### config.mk
export PLATFORM = sky130hd
export DESIGN_NAME = mvm_seq_ctrl
export DESIGN_NICKNAME = d
export VERILOG_FILES = /design/src/rtl/mvm_seq_ctrl.sv
export SDC_FILE = /design/constraint.sdc
export NUM_CORES = 1
export LEC_CHECK = 0
export ABC_AREA = 1
export CAP_MARGIN = 5
export CORE_MARGIN = 2
export CORE_UTILIZATION = 35
export DETAILED_ROUTE_END_ITERATION = 8
export DONT_BUFFER_PORTS = 1
export HOLD_SLACK_MARGIN = 0.1
export SLEW_MARGIN = 20
export SYNTH_ARGS = -nofsm -noshare
export SYNTH_HDL_FRONTEND = slang
export SYNTH_SLANG_ARGS = --single-unit
### constraint.sdc
create_clock -name clk -period 2.64 [get_ports clk]
set_clock_uncertainty 0.1 [all_clocks]
set_input_delay 0.264 -clock clk [delete_from_list [all_inputs] [get_ports clk]]
set_output_delay 0.264 -clock clk [all_outputs]
set_load 0.02 [all_outputs]
### src/rtl/mvm_seq_ctrl.sv
// rtl/mvm_seq_ctrl.sv - job sequencer for the 8x8 matrix-vector multiply datapath (FIFO steering, skewed reads, drain).
// Optional build macro MVM_SEQ_CTRL_PERF_EN adds job_cycles/stall_cycles performance outputs.
module mvm_seq_ctrl #(
    parameter int DATA_WIDTH = 8,
    parameter int DIM        = 8,
    parameter int MAC_LAT    = 2
) (
    input  logic                  clk,
    input  logic                  rst,
    input  logic                  start,
    input  logic                  in_valid,
    output logic                  in_ready,
    input  logic [DATA_WIDTH-1:0] in_data,
    output logic [DIM-1:0]        a_wren,
    output logic [DATA_WIDTH-1:0] a_fifo_in,
    output logic                  b_wren,
    output logic [DATA_WIDTH-1:0] b_fifo_in,
    output logic [DIM-1:0]        a_rden,
    output logic                  b_rden,
    output logic                  clr,
    output logic                  busy,
    output logic                  done
`ifdef MVM_SEQ_CTRL_PERF_EN
    ,
    output logic [31:0]           job_cycles,
    output logic [31:0]           stall_cycles
`endif
);

    localparam int CW = $clog2(2 * DIM);
    localparam int DW = (MAC_LAT > 1) ? $clog2(MAC_LAT) : 1;

    localparam logic [CW-1:0] COL_B      = CW'(DIM);
    localparam logic [CW-1:0] ROW_LAST   = CW'(DIM - 1);
    localparam logic [CW-1:0] K_LAST     = CW'(2 * DIM - 2);
    localparam logic [DW-1:0] DRAIN_LAST = DW'(MAC_LAT - 1);

    typedef enum logic [2:0] {
        S_IDLE,
        S_CLR,
        S_LOAD,
        S_COMPUTE,
        S_DRAIN,
        S_DONE
    } state_t;

    state_t         state;
    state_t         state_nx;
    logic [CW-1:0]  row;
    logic [CW-1:0]  col;
    logic [CW-1:0]  k;
    logic [DW-1:0]  drain_cnt;
    logic           accept;
    logic           load_last;

    assign a_fifo_in = in_data;
    assign b_fifo_in = in_data;

    assign accept    = (state == S_LOAD) && in_valid;
    assign load_last = accept && (col == COL_B) && (row == ROW_LAST);

    always_ff @(posedge clk or posedge rst) begin
        if (rst) begin
            state <= S_IDLE;
        end else begin
            state <= state_nx;
        end
    end

    // col counts A words of the current row; col == DIM is the B slot that closes the row
    always_ff @(posedge clk or posedge rst) begin
        if (rst) begin
            row       <= '0;
            col       <= '0;
            k         <= '0;
            drain_cnt <= '0;
        end else begin
            case (state)
                S_CLR: begin
                    row       <= '0;
                    col       <= '0;
                    k         <= '0;
                    drain_cnt <= '0;
                end
                S_LOAD: begin
                    if (accept) begin
                        if (col == COL_B) begin
                            col <= '0;
                            if (row != ROW_LAST) begin
                                row <= row + CW'(1);
                            end
                        end else begin
                            col <= col + CW'(1);
                        end
                    end
                end
                S_COMPUTE: begin
                    if (k != K_LAST) begin
                        k <= k + CW'(1);
                    end
                end
                S_DRAIN: begin
                    drain_cnt <= drain_cnt + DW'(1);
                end
                default: begin
                end
            endcase
        end
    end

    always_comb begin
        state_nx = state;
        in_ready = 1'b0;
        clr      = 1'b0;
        busy     = (state != S_IDLE);
        done     = 1'b0;
        a_wren   = '0;
        b_wren   = 1'b0;
        a_rden   = '0;
        b_rden   = 1'b0;
        case (state)
            S_IDLE: begin
                if (start) begin
                    state_nx = S_CLR;
                end
            end
            S_CLR: begin
                clr      = 1'b1;
                state_nx = S_LOAD;
            end
            S_LOAD: begin
                in_ready = 1'b1;
                if (in_valid) begin
                    if (col == COL_B) begin
                        b_wren = 1'b1;
                    end else begin
                        a_wren = {{(DIM-1){1'b0}}, 1'b1} << row;
                    end
                end
                if (load_last) begin
                    state_nx = S_COMPUTE;
                end
            end
            S_COMPUTE: begin
                // row r lags row 0 by r cycles so each B element meets every A row in the systolic chain
                b_rden = (k < COL_B);
                for (int r = 0; r < DIM; r++) begin
                    a_rden[r] = (int'(k) >= r) && (int'(k) <= r + DIM - 1);
                end
                if (k == K_LAST) begin
                    state_nx = S_DRAIN;
                end
            end
            S_DRAIN: begin
                if (drain_cnt == DRAIN_LAST) begin
                    state_nx = S_DONE;
                end
            end
            S_DONE: begin
                done     = 1'b1;
                state_nx = S_IDLE;
            end
            default: begin
                state_nx = S_IDLE;
            end
        endcase
    end

`ifdef MVM_SEQ_CTRL_PERF_EN
    logic [31:0] job_cnt;
    logic [31:0] stall_cnt;

    // job_cnt spans CLR through DRAIN, so at DONE it holds the CLR-entry-to-DONE distance
    always_ff @(posedge clk or posedge rst) begin
        if (rst) begin
            job_cnt      <= '0;
            stall_cnt    <= '0;
            job_cycles   <= '0;
            stall_cycles <= '0;
        end else begin
            case (state)
                S_IDLE: begin
                    job_cnt   <= '0;
                    stall_cnt <= '0;
                end
                S_DONE: begin
                    job_cycles   <= job_cnt;
                    stall_cycles <= stall_cnt;
                end
                default: begin
                    job_cnt <= job_cnt + 32'd1;
                    if ((state == S_LOAD) && !in_valid) begin
                        stall_cnt <= stall_cnt + 32'd1;
                    end
                end
            endcase
        end
    end
`endif

endmodule

======== Word-level counts from Yosys, hierarchy flattened ========
Cells that the tools add are included.
word-level totals
  flip-flop bits (word level) ............. 16
  logic and storage cells ................. 89
operators by class
  $add $sub $neg .......................... 4
  $lt $le $gt $ge ......................... 16
  eq/ne operators ......................... 18
  shifts and indexed selects .............. 1
  multiplexer cells ....................... 26
  reduce and logical (&&, ||, !) cells .... 19
operators with widths
  kind                                                               number
  2-to-1 mux 8 bit                                                   4
  <= comparator 4 bit, second input constant                         7
  2-to-1 mux 4 bit                                                   6
  one-hot mux 4 bit (2 select lines)                                 3
  greater-or-equal comparator 4 x 3 -> 1 bit, second input constant  4
  one-hot mux 3 bit (5 select lines)                                 1
  adder 4 x 1 -> 4 bit, second input constant                        3
  2-to-1 mux 3 bit                                                   4
  != test 2 bit, second input constant                               6
  logical AND 1 bit                                                  10
  equality test 4 bit, second input constant                         2
  greater-or-equal comparator 4 x 2 -> 1 bit, second input constant  2
  AND reduction 4 bit                                                2
  left shift 1 x 4 -> 8 bit, first input constant                    1
  2-to-1 mux 1 bit                                                   7
  equality test 3 x 2 -> 1 bit, second input constant                2
  equality test 3 bit, second input constant                         2
  nonzero test 2 bit                                                 3
  equality test 4 x 3 -> 1 bit, second input constant                1
  greater-or-equal comparator 4 x 1 -> 1 bit, second input constant  1
  <= comparator 4 x 3 -> 1 bit, second input constant                1
  less-than comparator 4 bit, second input constant                  1
  != test 2 x 1 -> 1 bit, second input constant                      2
  != test 4 x 3 -> 1 bit, second input constant                      1
  other kinds (7)                                                    8

======== Depth between registers and ports, before layout ========
Gate-level depths: netlist of the first run.
  depth in word-level cells ............... 6
  depth in mapped cells ................... 9
  mapped depth without buffers ............ 9

======== Worst setup path before layout of the first run ========
Ideal clock, no wire load.
  path kind ............................... reg2out
  start ................................... reg col[0]
  end ..................................... out a_wren[0]
  data arrival time ....................... 1.434 ns
  slack ................................... 0.842 ns
  cell stages (with the launch flop) ...... 8
  path buffers ............................ 0
  cell sequence ........................... dfrtp_1 > inv_1 > ha_1 > nand2_1 > nor2_1 > inv_1 > nand2_1 > nor3_1
on the way
  word-level cells in the longest chain between the ends .. 4
ends and longest elaborated chain
  what                    line  text
  start, declared         50    logic [CW-1:0] col;
  start signal, assigned  93    col <= col + CW'(1);
  equality test 4 bit     134   if (col == COL_B) begin
  2-to-1 mux 8 bit        134
  2-to-1 mux 8 bit        133   if (in_valid) begin
  2-to-1 mux 8 bit        121   case (state)
  end, declared           14    output logic [DIM-1:0] a_wren,
No other way between the ends.

======== Worst setup path after layout of the first run ========
  start ................................... reg col[0]
  end ..................................... out a_wren[4]
Same word-level chain as after synthesis.

==> results of run 1 <==
==> power breakdown <==
group | switching (mW) | internal (mW)
clock network | 0.0883 | 0.132
registers | 0.114 | 0.312
logic | 0.518 | 0.214
==> sequential cells by signal, summed over array words and instances, names as in the netlist <==
signal	flops
state	3
col	4
k	4
row	4
drain_cnt	1
==> per-layer routing <==
layer	vias to the layer above	part of all wire (%)	routed length (um)
met5	-	0	0
met3	4	8.7	243
met2	37	44	1219
li1	601	-	-
met4	0	0.89	25
met1	536	47	1310
==> final cells by class <==
class                      count  area (um^2)  share of cell area (%)
antenna                        1        2.502                  0.1682
clock buffer                   4        55.05                   3.701
inverter                      26        100.1                   6.728
multi-input combinational    137        857.1                   57.61
sequential                    16        400.4                   26.91
tap                           50        62.56                   4.205
timing repair buffer           1        10.01                  0.6728
==> worst max-delay path by stage <==
| stage | start | to | slack, ns |
|---|---|---|---|
| floorplan | col[0]$_DFFE_PP0P_ | a_wren[0] | 0.84 |
| global placement | state[2]$_DFFE_PP0P_ | a_wren[0] | 0.70 |
| detailed placement | state[2]$_DFFE_PP0P_ | a_wren[2] | 0.68 |
| CTS | state[2]$_DFFE_PP0P_ | a_wren[2] | 0.39 |
| global route | col[0]$_DFFE_PP0P_ | a_wren[2] | 0.24 |
| finish | col[0]$_DFFE_PP0P_ | a_wren[4] | 0.40 |
==> logic make-up after synthesis <==
logic type      count (synthesis)  synth area share, %
xor+xnor                        2                1.182
flops                          16                27.00
fa+ha+maj                      15                12.66
buf+inv                        43                15.19
compound gates                 28                11.05
simple gates                   92                32.91
==> critical path: cells and delay by family, from the launching register on <==
kind                     cells  cell delay [ns]
buffers and inverters        2             0.24
flip-flops                   1             0.41
AND/OR/NAND/NOR              4             0.80
adder cells (fa/ha/maj)      1             0.19
==> synthesized netlist by cell type, drive strengths merged (2+ instances only) <==
master / n / area, um^2
a21oi: 7 / 38.79
a31oi: 2 / 12.51
buf: 17 / 125.1
dfrtp: 16 / 400.4
ha: 15 / 187.7
inv: 26 / 100.1
nand2: 43 / 221.5
nand3: 17 / 102.6
nand4: 2 / 12.51
nor2: 14 / 62.56
nor3: 14 / 75.07
o21ai: 18 / 105.1
==> stage by stage <==
stage	area [um^2]	std cells	worst slack, ns	total power [mW]
5_1_grt	1488	235	0.2353	1.508
3_3_place_gp	1420	229	0.6997	1.166
3_5_place_dp	1420	229	0.6779	1.166
6_report	1488	235	0.3995	1.378
2_1_floorplan	1483	196	0.8416	1.066
4_1_cts	1485	234	0.3902	1.396
==> metrics.txt, run 1 <==
hold endpoint=col[2]$_DFFE_PP0P_; Largest stage delay, worst path=0.55 ns; Critical Path Slowest Stage Cell=nor3_1; Clk Latency, worst-skew pair=0.25 ns; total clock sinks=16; ys async rst share=100.0%; Vias/cell=5.013; reg-to-reg startpoint=state[1]$_DFFE_PP0P_; crit path kind=reg -> out; Worst Setup End Kind=primary output; HPWL Detailed=2.148 mm; Hold-fix buffers, CTS=1; max-slew violations=0; share of layout cells above drive strength 1=15.76%; Routed Antenna Nets=0; status=finished clean; final global-route overflow total=0; final core utilization=36.93%; die height=69.09 um; peak supply drop=0.0004670 V; core area=4029 um^2; final setup violation count=0; crit path max fanout=6; postcts setup bufs=0; Die Footprint=4773 um^2; Mapped Cells=196; Die Wd=69.09 um; Synth Flop Type=dfrtp_1; commonest non-fill, non-tap cell in the layout=nand2_1; endpoints failing hold=0; CTS tree=built; vias in the first global route=1038; gp weighted congestion=0.7811; register area share after synthesis=27.00%; Worst EP arrival=1.88 ns; H-Tree Depth=1; final worst path period need=2.241 ns; distinct cell type count after synthesis=31; first-pass GRT wire length=4.761 mm; slew margin rel.=50.31%; P&R area growth vs syn=0.3378%; met1 global-route usage=15.60%; capture point of the worst reg-to-reg path=row[2]$_DFFE_PP0P_; CP Cell Sequence=inv_1, ha_1, nand2_1, nor2_1, inv_1, nand2_1, nor3_1; WHS=0.1118 ns; GRT Overall Usage=12.11%; R2R cell count=6; initial antenna violation count=1; largest net degree at the start of global routing=17; Pleak=0.6946 nW; std cell rows=23; most frequent cells in the layout=nand2_1 (34), inv_1 (21), dfrtp_1 (16); synthesized area=1483 um^2; port bufs=0; M3 GR Usage=4.971%; Iter 0 DRT Violations=47; Yosys reg bits=16; Syn Nets=223; nets@finish=212; CTS max path bufs=2; clk slew on worst S/H paths=0.06 ns; RSZ-0062 raised after global routing=false; Routed WL=2.797 mm; Pwr Density=926.5 nW/um^2; Avg Cell Area, Syn=7.565 um^2; Num CTS Buffers=3; Worst setup SP type=flip-flop; Synth Warn #=0; top-level I/O count=50; flop2flop setup slack=0.84 ns; post-route setup TNS=0 ns; met2 GRT Util=18.38%; Wirelength per Cell=11.90 um; maximum clock frequency=0.4463 GHz; worst hold-check path type=in -> reg; routed vias=1178; First-pass DRT Iterations=4; filler cell count=437; hold path cells=3; Remaining DRCs=0; Max-cap violations=0; grt peak-use layer=met2; Slew @ Worst Pin=0.7397 ns; Root Driver=clkbuf_8; Worst Path Required=2.28 ns; Hold Crit Start=in_valid; initial core utilization=36.80%; EDFF count, synth=0; post_cts resized=0; Final period util=84.87%
No activity file was read; power rests on OpenSTA's default activity.
==> inputs of run 2 (changes only) <==
- clock period: 2.64 -> 1.82 ns (I/O delays scaled with it)
==> metrics.txt, run 2 (synthesis gave the netlist of run 1 again) <==
Root Driver=clkbuf_8; H-Tree Depth=1; Register Area=409.1 um^2; largest net degree at the start of global routing=17; Pleak=0.8744 nW; Routed Antenna Nets=0; Worst Setup End Kind=primary output; Routed WL=3.270 mm; Remaining DRCs=0; reg-to-reg startpoint=row[0]$_DFFE_PP0P_; R2R cell count=4; Worst setup SP type=flip-flop; share of layout cells above drive strength 1=42.53%; Num CTS Buffers=3; post-route setup slack=0.05658 ns; filler cell count=405; final worst path period need=1.763 ns; Worst EP arrival=1.48 ns; commonest non-fill, non-tap cell in the layout=buf_4; clk slew on worst S/H paths=0.07 ns; initial antenna violation count=1; final setup violation count=0; port bufs=0; vias in the first global route=1132; flop2flop setup slack=0.24 ns; hold path cells=3; First-pass DRT Iterations=4; core area=4029 um^2; crit path max fanout=5; top-level I/O count=50; Slew @ Worst Pin=0.6336 ns; std cell rows=23; Worst Path Required=1.54 ns; CTS max path bufs=2; Die Wd=69.09 um; total clock sinks=16; maximum clock frequency=0.5671 GHz; final global-route overflow total=0; routed vias=1290; endpoints failing hold=0; die height=69.09 um; initial core utilization=36.80%; GRT Overall Usage=13.04%; max-slew violations=0; post-route setup TNS=0 ns; Final period util=96.89%; capture point of the worst reg-to-reg path=row[2]$_DFFE_PP0P_; Max-cap violations=0; Vias/cell=4.743; crit path kind=reg -> out; Hold Crit Start=start; Clk Latency, worst-skew pair=0.25 ns; gp weighted congestion=0.8158; Pwr Density=1266 nW/um^2; worst hold-check path type=in -> reg; nets@finish=249; Die Footprint=4773 um^2; HPWL Detailed=2.208 mm; Iter 0 DRT Violations=46; slew margin rel.=57.71%; first-pass GRT wire length=5.250 mm; hold endpoint=state[1]$_DFFE_PP0P_; CTS tree=built; P&R area growth vs syn=26.25%; pre-CTS WS=0.1708 ns; peak supply drop=0.0007771 V; Top Registers=col x4, k x4, row x4; most frequent cells in the layout=buf_4 (36), nand2_1 (30), inv_1 (17); status=finished clean; area of the multi-input gates=942.2 um^2; Wirelength per Cell=12.02 um; worst setup path startpoint=k[2]$_DFFE_PP0P_
-- run 2: metrics by stage --
step / util [%] / cells / power [mW] / area (um^2) / hold slack, ns
floorplan: - / 196 / 1.547 / 1483 / -0.004261
global placement: 38.60 / 247 / 1.755 / 1555 / 0.1060
detailed placement: 38.60 / 247 / 1.769 / 1555 / 0.09085
CTS: 41.37 / 255 / 2.152 / 1667 / 0.1252
global route: 46.46 / 272 / 2.585 / 1872 / 0.1456
finish: 46.46 / 272 / 2.370 / 1872 / 0.1250
-- run 2: per-layer routing --
metal | up-vias | global-route usage, % | wire length (um)
met2 | 25 | 19.55 | 1552
li1 | 681 | - | -
met3 | 2 | 4.386 | 203
met1 | 582 | 18.19 | 1502
met4 | 0 | 2.832 | 11
met5 | - | 0 | 0
-- run 2: timing repair --
action,4_1_cts,5_1_grt
setup buffers,2,16
endpoints found under the hold margin,20,0
resized for setup,11,28
pin swaps,0,8
setup endpoints to repair,15,16
hold buffers,2,0
-- run 2: cell type report --
class                   count  area share, %
diodes                      1         0.1337
clock buffers               4          2.941
inverters                  26          5.882
multi-input cells         137          50.33
flip-flops and latches     16          21.86
well taps                  50          3.342
repair buffers             38          15.51
-- run 2: worst max-delay path, cell delays in order (launching register included) --
cell,delay [ns]
dfrtp_2,0.41
inv_2,0.05
buf_4,0.14
ha_1,0.18
inv_1,0.08
o21ai_0,0.09
a21oi_1,0.12
buf_4,0.15
-- run 2: worst max path at each step --
stage                end  slack [ns]
2_1_floorplan  a_wren[0]        0.10
3_5_place_dp   a_wren[0]        0.17
5_1_grt        a_rden[6]       -0.05
4_1_cts        a_wren[0]       0.001
6_report       a_rden[3]        0.06
3_3_place_gp   a_wren[0]        0.20
-- run 2: power by group --
| group | switching, mW | internal [mW] |
|---|---|---|
| registers | 0.142 | 0.462 |
| logic | 0.887 | 0.556 |
| clock network | 0.131 | 0.192 |
| total | 1.16 | 1.21 |
==> inputs of run 3 (changes only) <==
- CORE_UTILIZATION: 35 -> 55
- PLACE_DENSITY: unset -> 0.73
==> metrics.txt, run 3 (synthesis gave the netlist of run 1 again) <==
Routed Antenna Nets=0; logic gate share of total power=68.9%; Wirelength per Cell=15.51 um; CTS tree=built; gp weighted congestion=0.8652; Max-cap violations=0; sequential power share=23.2%; crit path max fanout=4; share of layout cells above drive strength 1=51.29%; top-level I/O count=50; post-route setup TNS=-0.07055 ns; cell area after layout=1948 um^2; Worst setup SP type=flip-flop; Die Footprint=3127 um^2; final worst path period need=1.847 ns; maximum clock frequency=0.5415 GHz; Slew @ Worst Pin=0.6201 ns; RSZ-0062 raised after global routing=true; routed vias=1486; Num CTS Buffers=3; first-pass GRT wire length=5.947 mm; CTS max path bufs=2; peak supply drop=0.0009736 V; ant diodes=0; total clock sinks=16; Remaining DRCs=0; Worst Path Required=1.54 ns; clk slew on worst S/H paths=0.10 ns; Final period util=101.5%; Root Driver=clkbuf_4; reg-to-reg startpoint=state[0]$_DFFE_PP0P_; max-slew violations=0; Internal=1.246 mW; Clk Latency, worst-skew pair=0.31 ns; slew margin rel.=58.61%; most frequent cells in the layout=buf_4 (47), nand2_1 (26), nand3_1 (15); initial core utilization=58.78%; Die Wd=55.92 um; failing checks=setup timing; Final Power=2.507 mW; die height=55.92 um; status=finished, violations left; final global-route overflow total=0; final setup violation count=7; largest net degree at the start of global routing=17; core area=2522 um^2; H-Tree Depth=1; WHS=0.2640 ns; Iter 0 DRT Violations=55; Pleak=0.9146 nW; GRT Overall Usage=23.32%; nets@finish=261; Pwr Density=1287 nW/um^2; Worst EP arrival=1.56 ns; First-pass DRT Iterations=4; crit path kind=reg -> out; endpoints failing hold=0; switch share=50.29%; initial antenna violation count=0; std cell rows=18; Worst Setup End Kind=primary output; port bufs=0; clock power share=7.9%; Routed WL=4.063 mm; HPWL Detailed=2.375 mm; Top Registers=col x4, k x4, row x4; commonest non-fill, non-tap cell in the layout=buf_4; Vias/cell=5.672; final core utilization=77.23%; post-route setup slack=-0.02665 ns; Hold Crit Start=in_data[3]; worst hold-check path type=in -> out; vias in the first global route=1341; Placement Cell Area=1523 um^2; switching power=1.261 mW; P&R area growth vs syn=31.39%; worst setup path startpoint=k[2]$_DFFE_PP0P_
run 3: cell count changes in the layout (fill, tap and decap cells not counted), sizes merged:
cell,delta
buf,+11
clkbuf,-1
diode,-1
dlygate4sd3,+1
run 3: cell type report:
cell class                 count  area (um^2)
multi-input combinational    137        985.9
fill                         167        574.3
sequential                    16        411.6
timing repair buffer          50        382.9
inverter                      26        107.6
tap                           30        37.54
clock buffer                   3        22.52
run 3: worst max-delay path: stages, from the launching register on:
cell	delay, ns
dfrtp_2	0.44
inv_2	0.09
ha_2	0.18
inv_1	0.07
o21ai_1	0.16
o21ai_0	0.11
o211ai_1	0.11
inv_2	0.10
run 3: power by group through the flow:
stage	logic, mW	registers (mW)	clock network (mW)
6_report	1.73	0.582	0.198
5_1_grt	1.88	0.601	0.222
4_1_cts	1.37	0.573	0.200
3_5_place_dp	1.15	0.622	0
3_3_place_gp	1.11	0.610	0
2_1_floorplan	0.967	0.580	0
run 3: worst paths after layout:
kind | end | slack [ns] | cells past startpoint
setup / recovery | a_rden[2] | -0.03 | 7
hold / removal | a_fifo_in[3] | 0.26 | 0
setup reg to reg | row[1]$_DFFE_PP0P_ | 0.19 | 9
hold reg to reg | drain_cnt$_DFFE_PP0P_ | 0.42 | 2
max in group asynchronous | row[0]$_DFFE_PP0P_ | 0.89 | 2
min in group asynchronous | state[0]$_DFFE_PP0P_ | 0.27 | 2
run 3: what timing repair did:
action	CTS	global route
setup buffers	13	17
pin swaps	2	13
endpoints found under the hold margin	23	0
hold buffers	3	0
gates resized for setup	20	40
setup endpoints to repair	17	17
run 3: routing by layer:
| metal | vias up | GRT usage, % | wire length [um] |
|---|---|---|---|
| li1 | 702 | - | - |
| met1 | 695 | 29.57 | 1623 |
| met2 | 65 | 38.10 | 2013 |
| met3 | 24 | 5.581 | 285 |
| met4 | 0 | 9.524 | 141 |
| met5 | - | 0 | 0 |
run 3: stage by stage:
stage	setup slack [ns]	cells
floorplan	0.1036	196
global placement	0.2296	226
detailed placement	0.1250	226
CTS	-0.01959	245
global route	-0.1594	262
finish	-0.02665	262
